**src/rtl/reaction_pkg.sv**
```systemverilog
// Shared types and constants for the reaction-timer stimulus front end.
package reaction_pkg;

  typedef enum logic [1:0] {IDLE, WAIT, GO, FALSE} state_t;

  localparam int unsigned LFSR_W    = 16;
  localparam int unsigned DELAY_W   = 9;
  localparam logic [LFSR_W-1:0] LFSR_SEED = 16'hACE1;
  localparam logic [LFSR_W-1:0] LFSR_TAPS = 16'hB400;

  // One step of the right-shifting Galois LFSR (x^16+x^14+x^13+x^11+1).
  function automatic logic [LFSR_W-1:0] lfsr_next(input logic [LFSR_W-1:0] s);
    return {1'b0, s[LFSR_W-1:1]} ^ (s[0] ? LFSR_TAPS : '0);
  endfunction

endpackage

```
**src/rtl/key_debounce.sv**
```systemverilog
// Raw active-low pushbutton -> synchronized, debounced level and one-cycle press pulse.
module key_debounce #(
  parameter int unsigned DB_CYCLES = 1000000
) (
  input  logic clk,
  input  logic rst_n,
  input  logic raw,
  output logic press
);

  localparam int unsigned CNT_W = $clog2(DB_CYCLES + 1);

  logic [1:0]       sync;
  logic             level;
  logic [CNT_W-1:0] cnt;

  // Level flips after DB_CYCLES consecutive synchronized samples disagreeing with it.
  always_ff @(posedge clk or negedge rst_n) begin
    if (!rst_n) begin
      sync  <= 2'b11;
      level <= 1'b1;
      cnt   <= '0;
      press <= 1'b0;
    end else begin
      sync  <= {sync[0], raw};
      press <= 1'b0;
      if (sync[1] == level) begin
        cnt <= '0;
      end else if (cnt == CNT_W'(DB_CYCLES - 1)) begin
        cnt   <= '0;
        level <= sync[1];
        press <= ~sync[1];
      end else begin
        cnt <= cnt + CNT_W'(1);
      end
    end
  end

endmodule

```
**src/rtl/reaction_stimulus.sv**
```systemverilog
// Reaction-timer front end: debounced keys, random-delay stimulus LED, start/stop pulses.
// Optional false-start detection is built when REACTION_FALSE_START_EN is defined.
module reaction_stimulus
  import reaction_pkg::*;
#(
  parameter int unsigned TICK_DIV        = 500000,
  parameter int unsigned DB_CYCLES       = 1000000,
  parameter int unsigned MIN_DELAY_TICKS = 100
) (
  input  logic               clk,
  input  logic               key0,
  input  logic               key1,
  input  logic               key3,
  output logic               ledr,
  output logic               start_pulse,
  output logic               stop_pulse,
  output logic               false_start,
  output logic [DELAY_W-1:0] trial_delay
);

  localparam int unsigned TICK_W = (TICK_DIV > 1) ? $clog2(TICK_DIV) : 1;
`ifdef REACTION_FALSE_START_EN
  localparam bit FALSE_START_EN = 1'b1;
`else
  localparam bit FALSE_START_EN = 1'b0;
`endif

  logic               start_press;
  logic               react_press;
  logic [LFSR_W-1:0]  lfsr;
  state_t             state, state_nxt;
  logic [TICK_W-1:0]  tick_cnt, tick_cnt_nxt;
  logic [DELAY_W-1:0] delay_cnt, delay_cnt_nxt;
  logic [DELAY_W-1:0] trial_delay_nxt;
  logic               ledr_nxt, start_nxt, stop_nxt, false_nxt;
  logic               tick_c;
  logic [DELAY_W-1:0] load_c;

  key_debounce #(.DB_CYCLES(DB_CYCLES)) u_db_start (
    .clk   (clk),
    .rst_n (key0),
    .raw   (key1),
    .press (start_press)
  );

  key_debounce #(.DB_CYCLES(DB_CYCLES)) u_db_react (
    .clk   (clk),
    .rst_n (key0),
    .raw   (key3),
    .press (react_press)
  );

  always_ff @(posedge clk or negedge key0) begin
    if (!key0) lfsr <= LFSR_SEED;
    else       lfsr <= lfsr_next(lfsr);
  end

  assign tick_c = (state == WAIT) && (tick_cnt == TICK_W'(TICK_DIV - 1));
  assign load_c = DELAY_W'(MIN_DELAY_TICKS) + DELAY_W'(lfsr[7:0]);

  // Next-state, counters and registered outputs.
  always_comb begin
    state_nxt       = state;
    tick_cnt_nxt    = tick_cnt;
    delay_cnt_nxt   = delay_cnt;
    trial_delay_nxt = trial_delay;
    ledr_nxt        = ledr;
    start_nxt       = 1'b0;
    stop_nxt        = 1'b0;
    false_nxt       = false_start;
    unique case (state)
      IDLE, FALSE: begin
        if (start_press) begin
          state_nxt       = WAIT;
          delay_cnt_nxt   = load_c;
          trial_delay_nxt = load_c;
          tick_cnt_nxt    = '0;
          false_nxt       = 1'b0;
          ledr_nxt        = 1'b0;
        end
      end
      WAIT: begin
        tick_cnt_nxt = tick_c ? '0 : tick_cnt + TICK_W'(1);
        if (FALSE_START_EN && react_press) begin
          state_nxt = FALSE;
          false_nxt = 1'b1;
          ledr_nxt  = 1'b0;
        end else if (tick_c) begin
          if (delay_cnt == DELAY_W'(1)) begin
            state_nxt = GO;
            ledr_nxt  = 1'b1;
            start_nxt = 1'b1;
          end else begin
            delay_cnt_nxt = delay_cnt - DELAY_W'(1);
          end
        end
      end
      GO: begin
        if (react_press) begin
          state_nxt = IDLE;
          ledr_nxt  = 1'b0;
          stop_nxt  = 1'b1;
        end
      end
      default: state_nxt = IDLE;
    endcase
  end

  always_ff @(posedge clk or negedge key0) begin
    if (!key0) begin
      state       <= IDLE;
      tick_cnt    <= '0;
      delay_cnt   <= '0;
      trial_delay <= '0;
      ledr        <= 1'b0;
      start_pulse <= 1'b0;
      stop_pulse  <= 1'b0;
      false_start <= 1'b0;
    end else begin
      state       <= state_nxt;
      tick_cnt    <= tick_cnt_nxt;
      delay_cnt   <= delay_cnt_nxt;
      trial_delay <= trial_delay_nxt;
      ledr        <= ledr_nxt;
      start_pulse <= start_nxt;
      stop_pulse  <= stop_nxt;
      false_start <= false_nxt;
    end
  end

endmodule

```
**config.mk**
```make
export PLATFORM = sky130hd
export DESIGN_NAME = reaction_stimulus
export DESIGN_NICKNAME = d
export VERILOG_FILES = /design/src/rtl/reaction_pkg.sv /design/src/rtl/key_debounce.sv /design/src/rtl/reaction_stimulus.sv
export SDC_FILE = /design/constraint.sdc
export NUM_CORES = 1
export LEC_CHECK = 0
export CAP_MARGIN = 10
export CORE_ASPECT_RATIO = 0.7
export CORE_MARGIN = 10
export CORE_UTILIZATION = 30
export DETAILED_ROUTE_END_ITERATION = 7
export SYNTH_ARGS = -nofsm -noshare
export SYNTH_HDL_FRONTEND = slang
export SYNTH_HIERARCHICAL = 1
export SYNTH_SLANG_ARGS = --single-unit
```
**constraint.sdc**
```tcl
create_clock -name clk -period 3.77 [get_ports clk]
set_input_delay 0.9425 -clock clk [delete_from_list [all_inputs] [get_ports clk]]
set_output_delay 0.9425 -clock clk [all_outputs]
set_load 0.01 [all_outputs]
```
==> results.toml <==
[final_layout]
utilization = 0.351
nets = 520
area_delta_synth_final_pct = 13.8
drive_above_1_share = 0.135
diodes = 0
nFillCells = 1646

[detailed_routing]
wl_met1_um = 5130
wl_um = 9970
drt_iter0_drc = 260
drc = 0
antenna_left = 0
met2_length_um = 4460
top_layer = "met4"
wl_per_cell_um = 13.5
first_pass_iters = 4
vias = 3644
viasPerCell = 4.94
wl_met3_um = 311

[global_route]
grt_overflow = 0
antenna_found_initial = 0
grt_max_degree = 58
grt_pass1_vias = 3548
grt_pass1_wl_um = 17300
track_usage = 0.0913

[worst_setup_path]
cp-end-kind = "flop"
crit_path_max_fanout = 24
critPathSlowestCell = "nor4_1"
required_ns = 3.99
path_cells = "inv_1 -> ha_1 -> buf_4 -> mux2i_1 -> buf_4 -> nor4_1 -> nor2b_1 -> xnor2_1 -> nor2_1"
path_delay_family = "simple AND/OR/NAND/NOR gates"
critPathMostFrequentCell = "buf_4"
cp.arrival_ns = 3.08
cp_num_buf_inv = 3
critPathLaunchType = "flop"
critical_path_class = "reg -> reg"
critPathMaxStageDelay_ns = 0.74

[power]
internal-power_mw = 1.68
vdd_drop_max_mv = 0.214
p_leak_nw = 2.42
p_per_area_nw_per_um2 = 375
clkPwrFrac = 0.449
switchingPower_uw = 473
p_comb_frac = 0.021
power.share.sequential = 0.530
swShare = 0.219

[sta]
finalCritPeriodShare = 0.759
final-setup-viol-count = 0
rsz0062_at_grt = "no"
final_hold_viol_count = 0
finalMaxSlewViolations = 0
fin_crit_ns = 2.86
fmax_ghz = 0.350
slew-limit-headroom = 0.220
clock_skew_ns = 0.00677
setup_tns_ns = 0
worst_pin_slew_ns = 1.14

[flow_run]
cap_violations = 0

[cts]
cts_root_buffer = "clkbuf_16"
cts_max_level = 3
clockBufferDepth = 2
clk_pin_slew_worst_paths_ns = 0.07
ctsHoldBuffers = 0
clk_latency_ns = 0.34
cts_tree = "done"
cts_resized = 0
cts_sinks = 105
cts_buffers = 9
postCtsSetupBuffers = 0

[floorplanning]
placementRows = 39
die_h_um = 129
start_util = 0.308
ios = 17
die_area_sq_um = 22500
core_area_sq_um = 16400
die_w_um = 175

[yosys]
synth_flop_cell = "dfrtp_1"
ys_seq_elements = 105
synth_nets = 508
ys.warnings.count = 6
syn_area_sq_um = 5050
synth_cell_types = 59
async_flop_share = 1.00
ys_seq_area_frac = 0.524
synth.avg_cell_area_sq_um = 10.2
synth_cells = 496
synth_edf_count = 0

[placed_design]
gp_congestion = 0.795
place_hpwl_um = 6840
io_buffer_count = 15

[status]
status = "finished, final reports clean"

[worst_hold_path]
hold_path.class = "reg -> reg"
[cell families after synthesis]
kind of cell,after synthesis,share of synthesized area
simple gates,203,0.217
other cells,1,0.000743
fa+ha+maj,8,0.0198
xor+xnor,39,0.0676
flops,105,0.524
mux,16,0.0369
buf+inv,41,0.0332
compound gates,83,0.101
[layout make-up]
class	instances	area (sq um)	area share
inverters	22	82.6	0.0144
flip-flops and latches	105	2650	0.460
clock inverters	5	60.1	0.0105
well taps	225	282	0.0490
repair buffers	20	198	0.0344
clock buffers	11	243	0.0422
multi-input cells	350	2240	0.389
[cells in the mapped netlist, types with 4 or more instances]
library cell,number,area (sq um)
or3_2,6,45.0
clkbuf_1,15,56.3
a21oi_1,33,165
nand2_1,37,139
ha_1,8,100
nand4_1,10,62.6
inv_1,22,82.6
or3_1,5,31.3
nor2_1,53,199
dfstp_2,14,368
dfrtp_1,91,2280
xor2_1,20,175
nor3_1,13,65.1
nand3_1,28,140
mux2_2,8,90.1
and3_1,5,31.3
o31ai_1,7,52.6
o21ai_0,23,115
xnor2_1,19,166
and2_1,4,25.0
nor4_1,9,56.3
or4_1,11,82.6
mux2i_1,4,40.0
o32a_2,4,45.0
[path summary, 6_finish.rpt]
| kind | slack [ns] | cells past startpoint | start | endpoint |
|---|---|---|---|---|
| setup / recovery | 0.91 | 9 | ledr$_DFFE_PN0P_ | tick_cnt[11]$_DFFE_PN0P_ |
| hold / removal | 0.35 | 0 | lfsr[8]$_DFF_PN0_ | lfsr[7]$_DFF_PN1_ |
| setup reg to reg | 0.91 | 9 | ledr$_DFFE_PN0P_ | tick_cnt[11]$_DFFE_PN0P_ |
| hold reg to reg | 0.35 | 0 | lfsr[8]$_DFF_PN0_ | lfsr[7]$_DFF_PN1_ |
| max in group asynchronous | 2.39 | 2 | key0 | u_db_start/sync[1]$_DFF_PN1_ |
| min in group asynchronous | 0.61 | 1 | key0 | trial_delay[8]$_DFFE_PN0P_ |
[layer usage]
metal  global-route usage  up-vias
met4               0.0258        0
li1                     -     1777
met5                    0        -
met2                0.137       44
met1                0.126     1819
met3               0.0263        4
[power groups by stage]
| stage | combinational [mW] | clock, mW | sequential [mW] |
|---|---|---|---|
| after floorplan | 0.0160 | 0 | 1.16 |
| after global placement | 0.0469 | 0 | 1.16 |
| after detailed placement | 0.0482 | 0 | 1.16 |
| after CTS | 0.0482 | 0.995 | 1.14 |
| after global routing | 0.0541 | 1.04 | 1.14 |
| final | 0.0455 | 0.969 | 1.14 |
[per-stage QoR]
stage	power [mW]	instances	hold WS (ns)	setup slack [ns]	instance area (sq um)
after global routing	2.24	738	0.360	0.637	5750
after floorplan	1.18	496	0.331	1.67	5050
after detailed placement	1.21	722	0.339	0.899	5440
after global placement	1.21	722	0.334	1.04	5440
after CTS	2.19	738	0.356	0.890	5750
final	2.16	738	0.354	0.910	5750
[sequential cells by signal (all words and copies together) (netlist names), 2 cells and up]
name	cells
u_db_react/sync	2
delay_cnt	9
u_db_react/cnt	20
trial_delay	9
u_db_start/cnt	20
tick_cnt	19
lfsr	16
u_db_start/sync	2
[layout by cell type (no fill, tap or decap), types with 3 or more instances in the layout]
cell and n:
mux2i_1 4, a21oi_1 33, ha_1 8, and2_1 4
nor4_1 9, inv_1 22, mux2_2 8, o21ai_0 21
nand2_1 37, dfstp_2 14, mux2_4 3, nand3_1 28
o31ai_1 7, or3_2 6, and3_1 5, o32a_2 4
nor2_1 53, nand4_1 10, clkdlybuf4s50_1 14, buf_4 5
or4_1 11, or3_1 5, clkbuf_16 9, nor3_1 13
xnor2_1 19, xor2_1 20, dfrtp_1 91
Power figures use the tool's default switching activity.
